### src/rtl/ariscv_pkg.sv
// Shared fetch-stage types: NOP encoding, FSM states and the buffered fetch entry.
package ariscv_pkg;

  localparam logic [31:0] FETCH_NOP = 32'h0000_0013;

  typedef enum logic [1:0] {IDLE, REQ, WAIT, DRAIN} fetch_state_t;

  typedef struct packed {
    logic [31:0] pc;
    logic [31:0] inst;
  } fetch_entry_t;

endpackage

### src/rtl/ariscv_fetch_buf.sv
// Small synchronous FIFO of fetched {pc, inst} entries with single-cycle flush.
module ariscv_fetch_buf
  import ariscv_pkg::*;
#(
  parameter int  DEPTH   = 2,
  parameter type entry_t = fetch_entry_t,
  localparam int PTR_W   = $clog2(DEPTH),
  localparam int CNT_W   = $clog2(DEPTH + 1)
) (
  input  logic             fe_aclk,
  input  logic             rst_async,
  input  logic             flush,
  input  logic             push,
  input  entry_t           push_data,
  input  logic             pop,
  output entry_t           head,
  output logic [CNT_W-1:0] count,
  output logic             empty,
  output logic             full
);

  entry_t [DEPTH-1:0] mem_q;
  logic [PTR_W-1:0]   wr_ptr_q, rd_ptr_q;
  logic [CNT_W-1:0]   count_q;

  function automatic logic [PTR_W-1:0] ptr_inc(input logic [PTR_W-1:0] p);
    return (p == PTR_W'(DEPTH - 1)) ? '0 : p + 1'b1;
  endfunction

  always_ff @(posedge fe_aclk or posedge rst_async) begin
    if (rst_async) begin
      wr_ptr_q <= '0;
      rd_ptr_q <= '0;
      count_q  <= '0;
    end else if (flush) begin
      wr_ptr_q <= '0;
      rd_ptr_q <= '0;
      count_q  <= '0;
    end else begin
      if (push) wr_ptr_q <= ptr_inc(wr_ptr_q);
      if (pop)  rd_ptr_q <= ptr_inc(rd_ptr_q);
      case ({push, pop})
        2'b10:   count_q <= count_q + 1'b1;
        2'b01:   count_q <= count_q - 1'b1;
        default: ;
      endcase
    end
  end

  // Payload storage carries no reset; empty masks it at the outputs.
  always_ff @(posedge fe_aclk) begin
    if (push) mem_q[wr_ptr_q] <= push_data;
  end

  assign head  = mem_q[rd_ptr_q];
  assign count = count_q;
  assign empty = (count_q == '0);
  assign full  = (count_q == CNT_W'(DEPTH));

  a_no_pop_empty: assert property (@(posedge fe_aclk) disable iff (rst_async) !(pop && empty));
  a_no_push_full: assert property (@(posedge fe_aclk) disable iff (rst_async) !(push && full));

endmodule

### src/rtl/ariscv_fetch.sv
// Fetch stage: sequential PC generation, single-outstanding imem reads, buffered
// delivery to decode, and redirect with flush of younger work.
module ariscv_fetch
  import ariscv_pkg::*;
#(
  parameter int                NBW_INST  = 32,
  parameter int                NBW_PC    = 32,
  parameter logic [NBW_PC-1:0] RESET_PC  = '0,
  parameter int                BUF_DEPTH = 2
) (
  input  logic                fe_aclk,
  input  logic                rst_async,
  output logic                o_imem_req,
  output logic [NBW_PC-1:0]   o_imem_addr,
  input  logic                i_imem_gnt,
  input  logic                i_imem_rvalid,
  input  logic [NBW_INST-1:0] i_imem_rdata,
  input  logic                i_redirect,
  input  logic [NBW_PC-1:0]   i_redirect_pc,
  output logic                o_valid_fd,
  input  logic                i_ready_fd,
  output logic [NBW_INST-1:0] o_inst,
  output logic [NBW_PC-1:0]   o_pc_fd,
  output logic [NBW_PC-1:0]   o_pc_plus4_fd
);

  localparam int                CNT_W   = $clog2(BUF_DEPTH + 1);
  localparam logic [NBW_PC-1:0] PC_STEP = NBW_PC'(4);
  localparam logic [NBW_PC-1:0] PC_RST  = {RESET_PC[NBW_PC-1:2], 2'b00};

  typedef struct packed {
    logic [NBW_PC-1:0]   pc;
    logic [NBW_INST-1:0] inst;
  } entry_t;

  fetch_state_t      state_q, state_d;
  logic [NBW_PC-1:0] pc_q, pc_d, redir_pc;
  entry_t            push_data, head;
  logic [CNT_W-1:0]  buf_count;
  logic              buf_empty, buf_full;
  logic              push, pop, credit_after_push;

  assign redir_pc  = {i_redirect_pc[NBW_PC-1:2], 2'b00};
  assign pop       = o_valid_fd & i_ready_fd;
  // pc_q already advanced at gnt, so the in-flight request address is pc_q - 4.
  assign push      = (state_q == WAIT) & i_imem_rvalid & ~i_redirect;
  assign push_data = '{pc: pc_q - PC_STEP, inst: i_imem_rdata};
  assign credit_after_push = (int'(buf_count) + 1 - int'(pop)) < BUF_DEPTH;

  always_comb begin
    state_d = state_q;
    pc_d    = pc_q;
    case (state_q)
      IDLE:    if (!buf_full) state_d = REQ;
      REQ:     if (i_imem_gnt) begin
                 state_d = WAIT;
                 pc_d    = pc_q + PC_STEP;
               end
      WAIT:    if (i_imem_rvalid) state_d = credit_after_push ? REQ : IDLE;
      DRAIN:   if (i_imem_rvalid) state_d = REQ;
      default: state_d = IDLE;
    endcase
    if (i_redirect) begin
      pc_d = redir_pc;
      case (state_q)
        IDLE:    state_d = REQ;
        REQ:     state_d = i_imem_gnt ? DRAIN : IDLE;
        WAIT:    state_d = i_imem_rvalid ? REQ : DRAIN;
        // A response arriving in the redirect cycle is the one being drained.
        DRAIN:   state_d = i_imem_rvalid ? REQ : DRAIN;
        default: state_d = IDLE;
      endcase
    end
  end

  always_ff @(posedge fe_aclk or posedge rst_async) begin
    if (rst_async) begin
      state_q <= IDLE;
      pc_q    <= PC_RST;
    end else begin
      state_q <= state_d;
      pc_q    <= pc_d;
    end
  end

  ariscv_fetch_buf #(
    .DEPTH   (BUF_DEPTH),
    .entry_t (entry_t)
  ) u_buf (
    .fe_aclk   (fe_aclk),
    .rst_async (rst_async),
    .flush     (i_redirect),
    .push      (push),
    .push_data (push_data),
    .pop       (pop),
    .head      (head),
    .count     (buf_count),
    .empty     (buf_empty),
    .full      (buf_full)
  );

  assign o_imem_req    = (state_q == REQ);
  assign o_imem_addr   = pc_q;
  assign o_valid_fd    = ~buf_empty;
  assign o_inst        = buf_empty ? NBW_INST'(FETCH_NOP) : head.inst;
  assign o_pc_fd       = buf_empty ? '0 : head.pc;
  assign o_pc_plus4_fd = buf_empty ? '0 : head.pc + PC_STEP;

endmodule
### config.mk
export PLATFORM = sky130hd
export DESIGN_NAME = ariscv_fetch
export DESIGN_NICKNAME = d
export VERILOG_FILES = /design/src/rtl/ariscv_pkg.sv /design/src/rtl/ariscv_fetch_buf.sv /design/src/rtl/ariscv_fetch.sv
export SDC_FILE = /design/constraint.sdc
export NUM_CORES = 1
export LEC_CHECK = 0
export ABC_AREA = 1
export BUFFER_PORTS_ARGS = -buffer_cell sky130_fd_sc_hd__buf_2
export CAP_MARGIN = 40
export CORE_MARGIN = 2
export CORE_UTILIZATION = 59
export DETAILED_ROUTE_END_ITERATION = 10
export PLACE_DENSITY = 0.92
export SYNTH_ARGS = -nofsm -noshare
export SYNTH_HDL_FRONTEND = slang
export SYNTH_SLANG_ARGS = --single-unit
### constraint.sdc
create_clock -name fe_aclk -period 8.03 [get_ports fe_aclk]
set_input_delay 1.606 -clock fe_aclk [delete_from_list [all_inputs] [get_ports fe_aclk]]
set_output_delay 1.606 -clock fe_aclk [all_outputs]
set_load 0.01 [all_outputs]
After elaboration in Yosys (flattened, before gate mapping)
Cells that the tools add are included.

word-level totals
  memory bits (read-only) = 0
  flip-flop bits (word level) = 166
  output and inout port bits = 130
  latch bits = 0
  memory bits (writable) = 0
  memories = 0
  word-level logic and storage cells = 77

operators by class
  bitwise operators = 5
  shifts and indexed selects = 0
  reduce and logical (&&, ||, !) cells = 11
  muxes and demuxes = 29
  divide/modulo/power cells = 0
  multiply operators = 0
  add/subtract/negate cells = 9
  equal/unequal tests = 10
  magnitude comparators = 4

operator list
  cell                   number
  $mux 32                6
  $mux 64                3
  $bwmux 128             1
  $add 32x3->32 const B  2
  $demux 64 s1           1
  $sub 32x3->32 const B  1
  $mux 2                 8
  $ne 3x3->1 const B     3
  $eq 2x2->1 const B     4
  $pmux 2 s4             1
  $reduce_bool 2->1      4
  $mux 1                 7
  $pmux 2 s3             1
  $eq 2x1->1 const B     2
  $logic_not 2->1        2
  $lt 1x2->1 const B     2
  $lt 4x3->1 const B     1
  $pmux 2 s2             1
  $reduce_and 4->1       1
  $sub 3x1->4            1
  $add 2x1->3 const B    1
  $and 1x1->1            3
  $ne 3x1->1 const B     1
  $reduce_bool 3->1      1
  8 further kinds        10

Depth between registers and ports, before layout
Gate-level depths: netlist of run 1.

  word-level depth = 9
  depth in mapped cells = 14

Cells and area by module
From an unflattened synthesis of run 1, not the netlist that was laid out.

second synthesis, totals
  cells, all modules = 1,085
  area total of the unflattened synthesis = 9,551.7 um^2

modules (own cells, without submodules)
  module            cells an instance  area each (um^2)  instances  seq. area each (um^2)
  ariscv_fetch_buf  232                4,996.0           1          3,943.8
  ariscv_fetch      853                4,555.6           1          800.8

Least setup slack after synthesis of run 1
No wires, ideal clock.

  path kind = input to register
  start = input i_redirect
  end = register u_buf.mem_q[0] (netlist name) (enable)
  cell stages on the path = 4
  path buffers = 1
  arrival time = 4.591 ns
  path slack = 2.956 ns
  library setup time = 0.483 ns
  path through = clkbuf_1 -> inv_1 -> nand3_1 -> nor2_1

between the ends
  longest elaborated chain between the ends = 2

RTL lines
  element                        RTL line                text
  start, declared                ariscv_fetch.sv:18      input logic i_redirect,
  $not 1->1                      ariscv_fetch.sv:46      assign push = (state_q == WAIT) & i_imem_rvalid & ~i_redirect;
  $and 1x1->1                    ariscv_fetch.sv:46
  end signal, assigned by index  ariscv_fetch_buf.sv:52  if (push) mem_q[wr_ptr_q] <= push_data;
  end, declared                  ariscv_fetch_buf.sv:22  entry_t [DEPTH-1:0] mem_q;

No other way between the ends.
A chain may end at the register's enable or synchronous reset.

Worst setup path after layout of run 1
  start = register u_buf.rd_ptr_q
  end = output o_pc_plus4_fd[16]

between the ends
  longest elaborated chain between the ends = 4

RTL lines
  element                                     RTL line                text
  start, declared                             ariscv_fetch_buf.sv:23  logic [PTR_W-1:0] wr_ptr_q, rd_ptr_q;
  start signal, assigned                      ariscv_fetch_buf.sv:41  if (pop) rd_ptr_q <= ptr_inc(rd_ptr_q);
  $mux 64 (not written as such) (2 in a row)  ariscv_fetch_buf.sv:55  assign head = mem_q[rd_ptr_q];
  $add 32x3->32                               ariscv_fetch.sv:107     assign o_pc_plus4_fd = buf_empty ? '0 : head.pc + PC_STEP;
  $mux 32                                     ariscv_fetch.sv:107
  end, declared                               ariscv_fetch.sv:24      output logic [NBW_PC-1:0] o_pc_plus4_fd

No other way between the ends. The select of a mux whose other input is x is not followed.

==> qor.log, run 1 <==
qor: clocking.tritoncts done
qor: sta.finalSetupTns 0 ns
qor: synth.netlist.top_cell.by_area sky130_fd_sc_hd__edfxtp_1
qor: setup_path.crit_path_launch u_buf.rd_ptr_q$_DFFE_PP0P_
qor: setup_path.critical_path.max_stage_delay 0.80 ns
qor: floorplanning.core_area 0.0151 mm²
qor: synth.synth_enable_flop_cells 124
qor: sta.hold_violations 0
qor: synth.synth.area.top_cells sky130_fd_sc_hd__edfxtp_1 41%, sky130_fd_sc_hd__nand2_1 14%, sky130_fd_sc_hd__dfrtp_1 9.9%
qor: synth.post_synth_fa_ha_maj_area_fraction 0.00414
qor: global_route.first_global_vias 7621
qor: synth.yosys-mux-area-fraction 0.00124
qor: sta.final.period_utilization 0.604
qor: synth.syn-cell-area 0.00906 mm²
qor: global_route.global_route.overflow_total 0
qor: setup_path.critical_path.reg2reg.startpoint state_q[1]$_DFFE_PP0P_
qor: floorplanning.chipHeight 128 µm
qor: finish.multiInputGateArea 0.00372 mm²
qor: clocking.worst_skew_pair_latency 0.42 ns
qor: finish.final-seq-area 0.00463 mm²
qor: setup_path.crit_fanout 38
qor: setup_path.critPathRequiredTime 6.42 ns
qor: power_and_ir_drop.p_seq_frac 0.349
qor: synth.synth_simple_gate_area_share 0.303
qor: sta.rsz0062_at_grt false
qor: hold_path.holdCritPathClass flip-flop to flip-flop
qor: synth.synth-async-reset-ratio 0.225
qor: drt.drt-total-wl 22.8 mm
qor: drt.drt_pre_antenna_iters 5
qor: run_status.outcome completed
qor: setup_path.crit_type flip-flop to primary output
qor: power_and_ir_drop.netSwitchingPower 1.25 mW
qor: setup_path.critPathLaunchType flip-flop
qor: synth.synth_top_family_by_area simple AND/OR/NAND/NOR gates
qor: sta.fin_worst_skew 0.00615 ns
qor: placement.place_congestion 0.964
qor: setup_path.crit_slowest_cell sky130_fd_sc_hd__dfrtp_2
qor: sta.fmax 206 MHz
qor: power_and_ir_drop.internal_power 1.83 mW
qor: floorplanning.rows 45
qor: synth.synth-seq-cells 160
qor: placement.dpl.hpwl 16.3 mm
qor: clocking.cts-root-buf sky130_fd_sc_hd__clkbuf_16
qor: synth.ys.flop_type sky130_fd_sc_hd__edfxtp_1
qor: power_and_ir_drop.proportion_of_power_drawn_by_the_clock_network 0.263
qor: floorplanning.fp.dieW 128 µm
qor: synth.synth_compound_area_frac 0.0657
qor: floorplanning.dieArea 0.0164 mm²
qor: setup_path.worst_ep_arrival_time 3.24 ns
qor: synth.post_synth_inst_count 1115
qor: synth.ys_warn_count 0
qor: synth.synth_seq_area_share 0.510
qor: power_and_ir_drop.p_leak 5.02 nW
qor: clocking.postCtsResizedCells 0
qor: finish.net_count_reported_at_finish 1358
qor: finish.final_core_util 0.706
qor: sta.timing.final.max_slew_violations 0
qor: synth.synth_top_area_frac 0.411
qor: global_route.pin_count_of_the_biggest_net_entering_global_routing 74
qor: finish.synthToLayoutAreaGrowth 17.6%
qor: setup_path.cp_cell_sequence buf_4, o21ai_2, inv_1, ha_1, nand2_2, nor2_2, nand2_2, nor2_8, nand2_1, nand2_1, nand2_1, nor2_1, buf_2
qor: setup_path.crit_top_cell sky130_fd_sc_hd__nand2_1
qor: hold_path.hold_path_startpoint state_q[0]$_DFFE_PP0P_
qor: drt.via_count 8367
qor: clocking.clkTransAtPathRegs 0.06 ns
qor: sta.period_minus_slack 4.85 ns
qor: floorplanning.start_util 0.601
qor: sta.timing.slew.headroom 0.400
qor: clocking.cts_made_buffers 17
qor: finish.fillerInstances 1125
qor: finish.final_layout_size_suffix_gt1_frac 0.220
qor: sta.final-setup-viol-count 0
qor: drt.drtIter0Drc 651
qor: power_and_ir_drop.power.share.switching 0.406
qor: global_route.grt_antenna_before_repair 0
qor: global_route.global_routing_usage_summed_across_all_routing_layers 0.281
qor: drt.avgViaCountPerCell 5.63
qor: clocking.ctsHtreeMaxLevel 4
qor: clocking.post_cts_hold_buffer_count 0
qor: synth.yosys.cell_types.count 47
qor: setup_path.critical_path.endpoint_type primary output
qor: finish.finish.cell_count_without_fillers 1486
qor: power_and_ir_drop.power_frac_comb 0.388
qor: power_and_ir_drop.power_density 289 mW/mm²
qor: drt.routedWlPerCell 15.4 µm
qor: clocking.clock_tree.buffer_depth 2
qor: placement.dp.cells 1454
qor: sta.max_slew.worst_pin.slew 0.898 ns
qor: floorplanning.top_level_ports 200
qor: run.drv.max_cap_violation_count 0
qor: synth.syn-mean-instance-area 8.13 µm²
qor: global_route.global_route_wire_length_before_repair 36.4 mm
qor: synth.synth_xor_area_frac 0.0319
qor: drt.route.detailed.drc 0
qor: placement.place.port_buffers 191
qor: finish.num_antenna_cells 0
qor: power_and_ir_drop.ir_worst_vdd 163 µV
qor: drt.drtAntennaViolNets 0
qor: clocking.cts_num_sinks 160
qor: clocking.post_cts.repair.setup_buffers 0
[per-layer routing]
metal | track usage | wire (µm) | vias up | share of wire
met5 | 0 | 0 | - | 0
li1 | - | - | 3947 | -
met2 | 0.464 | 10900 | 455 | 0.48
met3 | 0.0522 | 1890 | 61 | 0.083
met4 | 0.102 | 666 | 0 | 0.029
met1 | 0.373 | 9350 | 3904 | 0.41
[power by group through the flow]
stage               Sequential, mW  Clock (mW)  Combinational (mW)
floorplan                     1.05           0               0.806
global placement              1.08           0                1.14
detailed placement            1.09           0                1.18
CTS                           1.07       0.814                1.19
global route                  1.08       0.851                1.32
finish                        1.08       0.812                1.20
[cells in the mapped netlist (12+ instances only)]
| cell type | instances |
|---|---|
| sky130_fd_sc_hd__xor2_1 | 28 |
| sky130_fd_sc_hd__nand3_1 | 75 |
| sky130_fd_sc_hd__nand2_1 | 345 |
| sky130_fd_sc_hd__nor3_1 | 12 |
| sky130_fd_sc_hd__nand4_1 | 20 |
| sky130_fd_sc_hd__nor2_2 | 12 |
| sky130_fd_sc_hd__o21ai_0 | 26 |
| sky130_fd_sc_hd__dfrtp_1 | 36 |
| sky130_fd_sc_hd__edfxtp_1 | 124 |
| sky130_fd_sc_hd__clkbuf_1 | 16 |
| sky130_fd_sc_hd__nor2_1 | 140 |
| sky130_fd_sc_hd__a21oi_1 | 52 |
| sky130_fd_sc_hd__nand2_2 | 17 |
| sky130_fd_sc_hd__inv_1 | 112 |
[layout make-up]
class                      count  area share
clock buffer                  17      0.0399
sequential                   160       0.434
clock inverter                15      0.0170
inverter                     122      0.0437
tap                          188      0.0221
multi-input combinational    787       0.349
timing repair buffer         197      0.0939
[registers in the layout (all words and copies together) (netlist names)]
register / flops
u_buf.rd_ptr_q: 1
u_buf.wr_ptr_q: 1
state_q: 2
o_imem_addr: 30
u_buf.mem_q: 124
u_buf.count: 2
[worst max-delay path: cells and delay by family (launching register included)]
family,cells,cell delay (ns)
buf+inv,3,0.81
simple gates,8,0.80
flops,1,0.80
compound gates,1,0.19
fa+ha+maj,1,0.18
[final timing paths]
path / to / slack [ns] / cells past startpoint
worst max-delay path: o_pc_plus4_fd[16] / 3.18 / 13
worst max register to register: u_buf.mem_q[82]$_DFFE_PP_ / 5.48 / 5
worst min register to register: state_q[0]$_DFFE_PP0P_ / 0.55 / 2
max in group asynchronous: u_buf.rd_ptr_q$_DFFE_PP0P_ / 6.38 / 3
worst min-delay path: state_q[0]$_DFFE_PP0P_ / 0.55 / 2
min in group asynchronous: o_imem_addr[7]$_DFFE_PP0P_ / 1.28 / 3
[cell usage in the layout, fill, tap and decap left out, types with 3 or more instances in the layout]
cell type                   synthesis  layout
sky130_fd_sc_hd__a21oi_1           52      52
sky130_fd_sc_hd__buf_2             10     191
sky130_fd_sc_hd__buf_4              7       6
sky130_fd_sc_hd__clkbuf_16          0      17
sky130_fd_sc_hd__clkinv_4           0       4
sky130_fd_sc_hd__conb_1             1       6
sky130_fd_sc_hd__dfrtp_1           36      35
sky130_fd_sc_hd__edfxtp_1         124     124
sky130_fd_sc_hd__ha_1               3       3
sky130_fd_sc_hd__inv_1            112     112
sky130_fd_sc_hd__inv_2              8       8
sky130_fd_sc_hd__inv_6              0       3
sky130_fd_sc_hd__nand2_1          345     345
sky130_fd_sc_hd__nand2_2           17      17
sky130_fd_sc_hd__nand2_4            3       3
sky130_fd_sc_hd__nand3_1           75      75
sky130_fd_sc_hd__nand4_1           20      20
sky130_fd_sc_hd__nor2_1           140     138
sky130_fd_sc_hd__nor2_2            12      11
sky130_fd_sc_hd__nor2_4             5       8
sky130_fd_sc_hd__nor3_1            12      12
sky130_fd_sc_hd__o211ai_1           7       7
sky130_fd_sc_hd__o21ai_0           26      26
sky130_fd_sc_hd__o21ai_1            5       5
sky130_fd_sc_hd__o21bai_1           4       4
sky130_fd_sc_hd__xnor2_1            5       5
sky130_fd_sc_hd__xor2_1            28      28
[stage by stage]
step,total power [mW],setup WS [ns],hold WS (ns),cell area [µm²]
3_5_place_dp,2.27,3.66,0.540,10000
6_report,3.08,3.18,0.553,10700
3_3_place_gp,2.23,3.73,0.519,10000
2_1_floorplan,1.86,2.96,0.495,9080
5_1_grt,3.25,3.01,0.596,10700
4_1_cts,3.07,3.20,0.556,10700
[cells by family after synthesis]
kind of cell	after synthesis
AND/OR/NAND/NOR	638
buffers and inverters	173
flip-flops	160
AO/OA/AOI/OAI	106
XOR/XNOR	33
adder cells (fa/ha/maj)	3
other	1
multiplexers	1
Note: power is estimated with default switching activity, not from simulation.
==> run 2, diff against run 1 <==
--- a/config.mk
+++ b/config.mk
@@ -5,13 +5,13 @@
 export SDC_FILE = /design/constraint.sdc
 export NUM_CORES = 1
 export LEC_CHECK = 0
-export ABC_AREA = 1
+export ABC_AREA = 0
 export BUFFER_PORTS_ARGS = -buffer_cell sky130_fd_sc_hd__buf_2
 export CAP_MARGIN = 40
 export CORE_MARGIN = 2
-export CORE_UTILIZATION = 59
+export CORE_UTILIZATION = 49
 export DETAILED_ROUTE_END_ITERATION = 10
-export PLACE_DENSITY = 0.92
+export PLACE_DENSITY = 0.83
 export SYNTH_ARGS = -nofsm -noshare
 export SYNTH_HDL_FRONTEND = slang
 export SYNTH_SLANG_ARGS = --single-unit
==> constraint.sdc (replaced) <==
create_clock -name fe_aclk -period 4.3 [get_ports fe_aclk]
set_input_delay 0.86 -clock fe_aclk [delete_from_list [all_inputs] [get_ports fe_aclk]]
set_output_delay 0.86 -clock fe_aclk [all_outputs]
set_load 0.01 [all_outputs]
==> qor.log, run 2 <==
qor: placement.place.port_buffers 191 [unchanged]
qor: placement.dp.cells 1111 [-24%]
qor: synth.synth_xor_area_frac 0.0738 [+0.0419]
qor: clocking.post_cts.repair.setup_buffers 0 [unchanged]
qor: global_route.global_routing_usage_summed_across_all_routing_layers 0.207 [-0.0742]
qor: drt.via_count 6182 [-26%]
qor: synth.syn-mean-instance-area 11.2 µm² [+38%]
qor: power_and_ir_drop.ir_worst_vdd 279 µV [+71%]
qor: synth.ys.flop_type sky130_fd_sc_hd__edfxtp_1
qor: clocking.post_cts_hold_buffer_count 0 [unchanged]
qor: clocking.cts-root-buf sky130_fd_sc_hd__clkbuf_16
qor: finish.synthToLayoutAreaGrowth 20.8%
qor: drt.route.detailed.drc 0 [unchanged]
qor: sta.rsz0062_at_grt false
qor: clocking.ctsHtreeMaxLevel 4 [unchanged]
qor: synth.yosys.cell_types.count 56 [+19%]
qor: finish.net_count_reported_at_finish 983 [-28%]
qor: floorplanning.top_level_ports 200 [unchanged]
qor: sta.timing.final.max_slew_violations 0 [unchanged]
qor: synth.post_synth_fa_ha_maj_area_fraction 0.00452 [+0.000377]
qor: clocking.worst_skew_pair_latency 0.42 ns [about the same]
qor: synth.synth_simple_gate_area_share 0.185 [-0.118]
qor: sta.final-setup-viol-count 0 [unchanged]
qor: clocking.postCtsResizedCells 0 [unchanged]
qor: drt.drtIter0Drc 424 [-35%]
qor: setup_path.critPathLaunchType flip-flop
qor: global_route.global_route.overflow_total 0 [unchanged]
qor: setup_path.crit_fanout 18 [-53%]
qor: clocking.tritoncts done
qor: power_and_ir_drop.total_power 3.75 mW [+22%]
qor: placement.place_congestion 0.860 [-11%]
qor: placement.pre_cts_slack 0.723 ns [-2.94 ns]
qor: clocking.cts_num_sinks 160 [unchanged]
qor: sta.final.period_utilization 0.933
qor: sta.fin_worst_skew 0.00842 ns [+0.00227 ns]
qor: global_route.first_global_vias 5721 [-25%]
qor: synth.ys_warn_count 0 [unchanged]
qor: clocking.clock_tree.buffer_depth 2 [unchanged]
qor: synth.synth_compound_area_frac 0.0590 [-0.00667]
qor: sta.timing.slew.headroom 0.429 [+0.0290]
qor: synth.synth_top_area_frac 0.448 [+0.0374]
qor: finish.num_antenna_cells 0 [unchanged]
qor: power_and_ir_drop.power_density 374 mW/mm² [+29%]
qor: sta.fmax 249 MHz
qor: finish.final_layout_size_suffix_gt1_frac 0.275 [+0.0556]
qor: synth.synth.most_common_cell sky130_fd_sc_hd__edfxtp_1
qor: setup_path.rr_endpoint u_buf.mem_q[120]$_DFFE_PP_
qor: synth.ys_top_cells_by_count 124 x sky130_fd_sc_hd__edfxtp_1, 91 x sky130_fd_sc_hd__nor2_1, 66 x sky130_fd_sc_hd__nand2_1
qor: drt.drt_pre_antenna_iters 5 [unchanged]
qor: drt.routedWlPerCell 16.6 µm [+8.1%]
qor: sta.max_slew.worst_pin.slew 0.857 ns [-0.0413 ns]
qor: finish.finish.cell_count_without_fillers 1143 [-23%]
qor: synth.synth_enable_flop_cells 124 [unchanged]
qor: placement.dpl.hpwl 13.1 mm [-20%]
qor: finish.fillerInstances 1325 [+18%]
qor: floorplanning.fp.dieW 134 µm [+4.9%]
qor: synth.post_synth_inst_count 739 [-34%]
qor: power_and_ir_drop.p_leak 3.87 nW [-23%]
qor: sta.period_minus_slack 4.01 ns
qor: finish.final_core_util 0.605 [-0.101]
qor: floorplanning.chipHeight 134 µm [+4.9%]
qor: synth.synth_seq_area_share 0.557 [+0.0464]
qor: drt.avgViaCountPerCell 5.41 [-3.9%]
qor: synth.syn-cell-area 0.00831 mm² [-8.3%]
qor: clocking.clkTransAtPathRegs 0.07 ns [about the same]
qor: hold_path.holdCritPathClass input pin to asynchronous set/reset pin
qor: setup_path.timing.reg2reg.setup_slack 1.67 ns [-3.81 ns]
qor: synth.yosys-mux-area-fraction 0.0821 [+0.0808]
qor: setup_path.crit_type flip-flop to primary output
qor: synth.synth-async-reset-ratio 0.225 [unchanged]
qor: floorplanning.rows 47 [+4.4%]
qor: global_route.pin_count_of_the_biggest_net_entering_global_routing 77 [+4.1%]
qor: setup_path.critical_path.reg2reg.startpoint o_imem_addr[2]$_DFFE_PP0P_
qor: clocking.cts_made_buffers 17 [unchanged]
qor: synth.netlist.top_cell.by_area sky130_fd_sc_hd__edfxtp_1
qor: sta.final_critical_path_setup_slack 0.287 ns [-2.89 ns]
qor: floorplanning.start_util 0.501 [-0.0997]
qor: sta.finalSetupTns 0 ns [unchanged]
qor: drt.drtAntennaViolNets 0 [unchanged]
qor: finish.final_common_cell sky130_fd_sc_hd__buf_2
qor: sta.hold_violations 0 [unchanged]
qor: setup_path.critical_path.endpoint_type primary output
qor: floorplanning.core_area 0.0166 mm² [+9.9%]
qor: setup_path.critPathRequiredTime 3.44 ns [-2.98 ns]
qor: setup_path.rr_worst_depth 7 [+2]
qor: synth.synth_top_family_by_area simple AND/OR/NAND/NOR gates
qor: finish.final_cell_mix 191 x sky130_fd_sc_hd__buf_2, 124 x sky130_fd_sc_hd__edfxtp_1, 90 x sky130_fd_sc_hd__nor2_1
qor: run_status.outcome completed
qor: floorplanning.dieArea 0.0180 mm² [+10%]
qor: drt.drt-total-wl 19.0 mm [-17%]
qor: global_route.global_route_wire_length_before_repair 29.1 mm [-20%]
qor: finish.largest_reg_flops 124 [unchanged]
qor: synth.synth-seq-cells 160 [unchanged]
qor: synth.synth.area.top_cells sky130_fd_sc_hd__edfxtp_1 45%, sky130_fd_sc_hd__dfrtp_1 11%, sky130_fd_sc_hd__mux2i_1 7.0%
qor: finish.max_flop_register u_buf.mem_q
qor: global_route.grt_antenna_before_repair 0 [unchanged]
qor: run.drv.max_cap_violation_count 0 [unchanged]
qor: setup_path.worst_ep_arrival_time 3.15 ns [-0.09 ns]
-- run 2: metal layers --
metal	GRT usage	routed length, µm
met1	0.289	8460
met2	0.329	9100
met3	0.0423	1220
met4	0.0585	195
met5	0	0
-- run 2: cell families after synthesis --
family,count (synthesis)
buf+inv,68
flops,160
mux,67
xor+xnor,70
fa+ha+maj,3
simple gates,293
other cells,1
compound gates,77
-- run 2: through the flow --
stage / hold WS, ns / instance area (µm²)
2_1_floorplan: 0.535 / 8340
5_1_grt: 0.528 / 10000
6_report: 0.469 / 10000
3_3_place_gp: 0.595 / 9400
3_5_place_dp: 0.614 / 9400
4_1_cts: 0.472 / 10000
-- run 2: critical path, cell delays in order, from the launching register on --
cell and delay, ns:
sky130_fd_sc_hd__dfrtp_4 0.60, sky130_fd_sc_hd__nand4b_1 0.34, sky130_fd_sc_hd__a221oi_4 0.52, sky130_fd_sc_hd__nand4_4 0.27
sky130_fd_sc_hd__nor4_1 0.49, sky130_fd_sc_hd__mux2_1 0.36, sky130_fd_sc_hd__buf_2 0.14
-- run 2: report_power, final --
part           total [mW]  switching, mW  internal (mW)
registers            1.81         0.0791           1.73
logic               0.386          0.228          0.157
clock network        1.56          0.704          0.852
-- run 2: worst max path at each step --
stage / to / from
global route: o_pc_plus4_fd[27] / u_buf.rd_ptr_q$_DFFE_PP0P_
floorplan: u_buf.mem_q[0]$_DFFE_PP_ / i_redirect
CTS: o_pc_plus4_fd[27] / u_buf.rd_ptr_q$_DFFE_PP0P_
detailed placement: o_pc_plus4_fd[27] / u_buf.rd_ptr_q$_DFFE_PP0P_
finish: o_pc_plus4_fd[27] / u_buf.rd_ptr_q$_DFFE_PP0P_
global placement: o_pc_plus4_fd[27] / u_buf.rd_ptr_q$_DFFE_PP0P_
-- run 2: area by class of cell --
type | instances | area (µm²) | area share
Clock inverter | 15 | 208 | 0.0207
Inverter | 17 | 63.8 | 0.00636
Sequential cell | 160 | 4630 | 0.461
Multi-Input combinational cell | 516 | 3410 | 0.340
Tap cell | 220 | 275 | 0.0274
Clock buffer | 17 | 425 | 0.0424
Timing Repair Buffer | 198 | 1020 | 0.102
==> run 3, diff against run 2 <==
--- a/config.mk
+++ b/config.mk
@@ -11,7 +11,7 @@
 export CORE_MARGIN = 2
 export CORE_UTILIZATION = 49
 export DETAILED_ROUTE_END_ITERATION = 10
-export PLACE_DENSITY = 0.83
+export PLACE_DENSITY_LB_ADDON = 0.2
 export SYNTH_ARGS = -nofsm -noshare
 export SYNTH_HDL_FRONTEND = slang
 export SYNTH_SLANG_ARGS = --single-unit
==> qor.log, run 3 (synthesis results as in run 2) <==
qor: setup_path.critical_path.endpoint_type primary output
qor: power_and_ir_drop.p_leak 3.84 nW [-0.65%]
qor: global_route.grt.busiest_layer met2
qor: global_route.grt.met3_usage 0.0435 [+0.00113]
qor: clocking.worst_skew_pair_latency 0.41 ns [about the same]
qor: power_and_ir_drop.power_frac_comb 0.104 [about the same]
qor: power_and_ir_drop.power.share.switching 0.235 [-0.0349]
qor: sta.timing.final.max_slew_violations 0 [unchanged]
qor: sta.period_minus_slack 4.02 ns [+0.00355 ns]
qor: sta.final_critical_path_setup_slack 0.284 ns [-0.00355 ns]
qor: floorplanning.chipHeight 134 µm [unchanged]
qor: power_and_ir_drop.ir_worst_vdd 279 µV [-0.15%]
qor: clocking.post_cts.repair.setup_buffers 0 [unchanged]
qor: setup_path.crit_fanout 42 [+24]
qor: finish.net_count_reported_at_finish 985 [+0.20%]
qor: floorplanning.dieArea 0.0180 mm² [unchanged]
qor: setup_path.crit_slowest_cell sky130_fd_sc_hd__dfrtp_4
qor: global_route.global_route.overflow_total 0 [unchanged]
qor: drt.avgViaCountPerCell 5.26 [-2.7%]
qor: drt.drt_pre_antenna_iters 5 [unchanged]
qor: placement.pre_cts_slack 0.717 ns [-0.00633 ns]
qor: finish.largest_reg_flops 124 [unchanged]
qor: sta.fmax 249 MHz [about the same]
qor: drt.drtIter0Drc 337 [-21%]
qor: floorplanning.top_level_ports 200 [unchanged]
qor: placement.place_congestion 0.781 [-9.2%]
qor: sta.max_slew.worst_pin.slew 0.811 ns [-0.0454 ns]
qor: drt.route.detailed.drc 0 [unchanged]
qor: hold_path.holdCritPathClass input pin to asynchronous set/reset pin
qor: finish.final_layout_size_suffix_gt1_frac 0.273 [-0.00246]
qor: global_route.global_routing_usage_summed_across_all_routing_layers 0.207 [+0.000971]
qor: finish.final_common_cell sky130_fd_sc_hd__buf_2
qor: clocking.postCtsResizedCells 0 [unchanged]
qor: finish.fillerInstances 1415 [+6.8%]
qor: floorplanning.fp.dieW 134 µm [unchanged]
qor: floorplanning.start_util 0.501 [unchanged]
qor: power_and_ir_drop.internal_power 2.80 mW [+2.0%]
qor: clocking.cts-root-buf sky130_fd_sc_hd__clkbuf_16
qor: power_and_ir_drop.p_seq_frac 0.496 [+0.013]
qor: drt.drtAntennaViolNets 0 [unchanged]
qor: power_and_ir_drop.power_density 366 mW/mm² [-2.2%]
qor: floorplanning.core_area 0.0166 mm² [unchanged]
qor: finish.final_cell_mix 191 x sky130_fd_sc_hd__buf_2, 124 x sky130_fd_sc_hd__edfxtp_1, 90 x sky130_fd_sc_hd__nor2_1
qor: global_route.pin_count_of_the_biggest_net_entering_global_routing 77 [unchanged]
qor: setup_path.path_delay_family compound AO/OA/AOI/OAI gates
qor: floorplanning.rows 47 [unchanged]
qor: setup_path.cp_cell_sequence nand4b_1, a221oi_4, nand4_4, a221oi_1, mux2_2, buf_2
qor: global_route.global_route.usage.met1 0.296 [+0.00640]
qor: sta.timing.slew.headroom 0.459 [+0.0302]
qor: run_status.outcome completed
qor: global_route.globalRouteMet2Util 0.325 [-0.00425]
qor: finish.max_flop_register u_buf.mem_q
qor: clocking.tritoncts done
qor: drt.drt-total-wl 18.5 mm [-2.6%]
qor: global_route.first_global_vias 5658 [-1.1%]
qor: power_and_ir_drop.netSwitchingPower 0.857 mW [-15%]
qor: sta.finalSetupTns 0 ns [unchanged]
qor: power_and_ir_drop.proportion_of_power_drawn_by_the_clock_network 0.400 [-0.015]
qor: setup_path.critical_path.max_stage_delay 0.67 ns [+0.07 ns]
qor: setup_path.crit_type flip-flop to primary output
qor: setup_path.critPathBufInv 1 [unchanged]
qor: clocking.cts_num_sinks 160 [unchanged]
qor: setup_path.critPathRequiredTime 3.44 ns [about the same]
qor: clocking.cts_made_buffers 17 [unchanged]
qor: sta.hold_violations 0 [unchanged]
qor: setup_path.worst_ep_arrival_time 3.16 ns [about the same]
qor: finish.synthToLayoutAreaGrowth 20.2%
qor: drt.via_count 6022 [-2.6%]
qor: placement.place.port_buffers 191 [unchanged]
qor: clocking.clkTransAtPathRegs 0.06 ns [about the same]
qor: global_route.grt_antenna_before_repair 0 [unchanged]
qor: sta.final.period_utilization 0.934 [about the same]
qor: clocking.post_cts_hold_buffer_count 0 [unchanged]
qor: sta.fin_worst_skew 0.00646 ns [-0.00196 ns]
qor: clocking.ctsHtreeMaxLevel 4 [unchanged]
qor: clocking.clock_tree.buffer_depth 2 [unchanged]
qor: run.drv.max_cap_violation_count 0 [unchanged]
qor: placement.dpl.hpwl 13.4 mm [+2.5%]
qor: drt.routedWlPerCell 16.2 µm [-2.7%]
qor: finish.num_antenna_cells 0 [unchanged]
qor: sta.final-setup-viol-count 0 [unchanged]
qor: setup_path.critPathLaunchType flip-flop
qor: global_route.global_route_wire_length_before_repair 29.4 mm [+0.83%]
qor: sta.rsz0062_at_grt false
[run 3: area by class of cell]
type / count / area, µm² / area share
clock buffers: 20 / 437 / 0.0437
clock inverters: 11 / 141 / 0.0142
inverters: 17 / 63.8 / 0.00639
multi-input cells: 516 / 3410 / 0.342
flip-flops and latches: 160 / 4630 / 0.464
well taps: 220 / 275 / 0.0276
repair buffers: 200 / 1020 / 0.103
[run 3: through the flow]
stage | hold slack (ns) | power, mW | util | cells | instance area (µm²)
2_1_floorplan | 0.535 | 2.07 | - | 744 | 8340
3_3_place_gp | 0.594 | 2.21 | 0.567 | 1113 | 9400
3_5_place_dp | 0.618 | 2.22 | 0.567 | 1113 | 9400
4_1_cts | 0.548 | 3.69 | 0.602 | 1144 | 9980
5_1_grt | 0.594 | 3.81 | 0.602 | 1144 | 9980
6_report | 0.548 | 3.65 | 0.602 | 1144 | 9980
[run 3: power by group through the flow]
stage	registers (mW)	clock network, mW	logic, mW
detailed placement	1.84	0	0.380
CTS	1.81	1.50	0.382
global placement	1.84	0	0.373
finish	1.81	1.46	0.378
floorplan	1.81	0	0.260
global route	1.82	1.57	0.422
[run 3: worst paths after layout]
check / end / slack (ns) / depth (start not counted) / startpoint
max in group asynchronous: u_buf.rd_ptr_q$_DFFE_PP0P_ / 3.38 / 3 / rst_async
worst min-delay path: o_imem_addr[14]$_DFFE_PP0P_ / 0.55 / 3 / rst_async
min in group fe_aclk: u_buf.wr_ptr_q$_DFFE_PP0P_ / 0.63 / 2 / u_buf.wr_ptr_q$_DFFE_PP0P_
worst min register to register: u_buf.wr_ptr_q$_DFFE_PP0P_ / 0.63 / 2 / u_buf.wr_ptr_q$_DFFE_PP0P_
worst max-delay path: o_pc_plus4_fd[21] / 0.28 / 6 / u_buf.rd_ptr_q$_DFFE_PP0P_
worst max register to register: u_buf.mem_q[56]$_DFFE_PP_ / 1.81 / 7 / o_imem_addr[2]$_DFFE_PP0P_
[run 3: layer usage]
| metal | wire [µm] | up-vias |
|---|---|---|
| met5 | 0 | - |
| met4 | 185 | 0 |
| met3 | 1180 | 14 |
| met2 | 8320 | 196 |
| met1 | 8800 | 2819 |
| li1 | - | 2993 |
[run 3: worst min-delay path: stages]
cell and delay (ns):
sky130_fd_sc_hd__buf_2 0.09, sky130_fd_sc_hd__inv_1 0.04, sky130_fd_sc_hd__buf_4 0.41
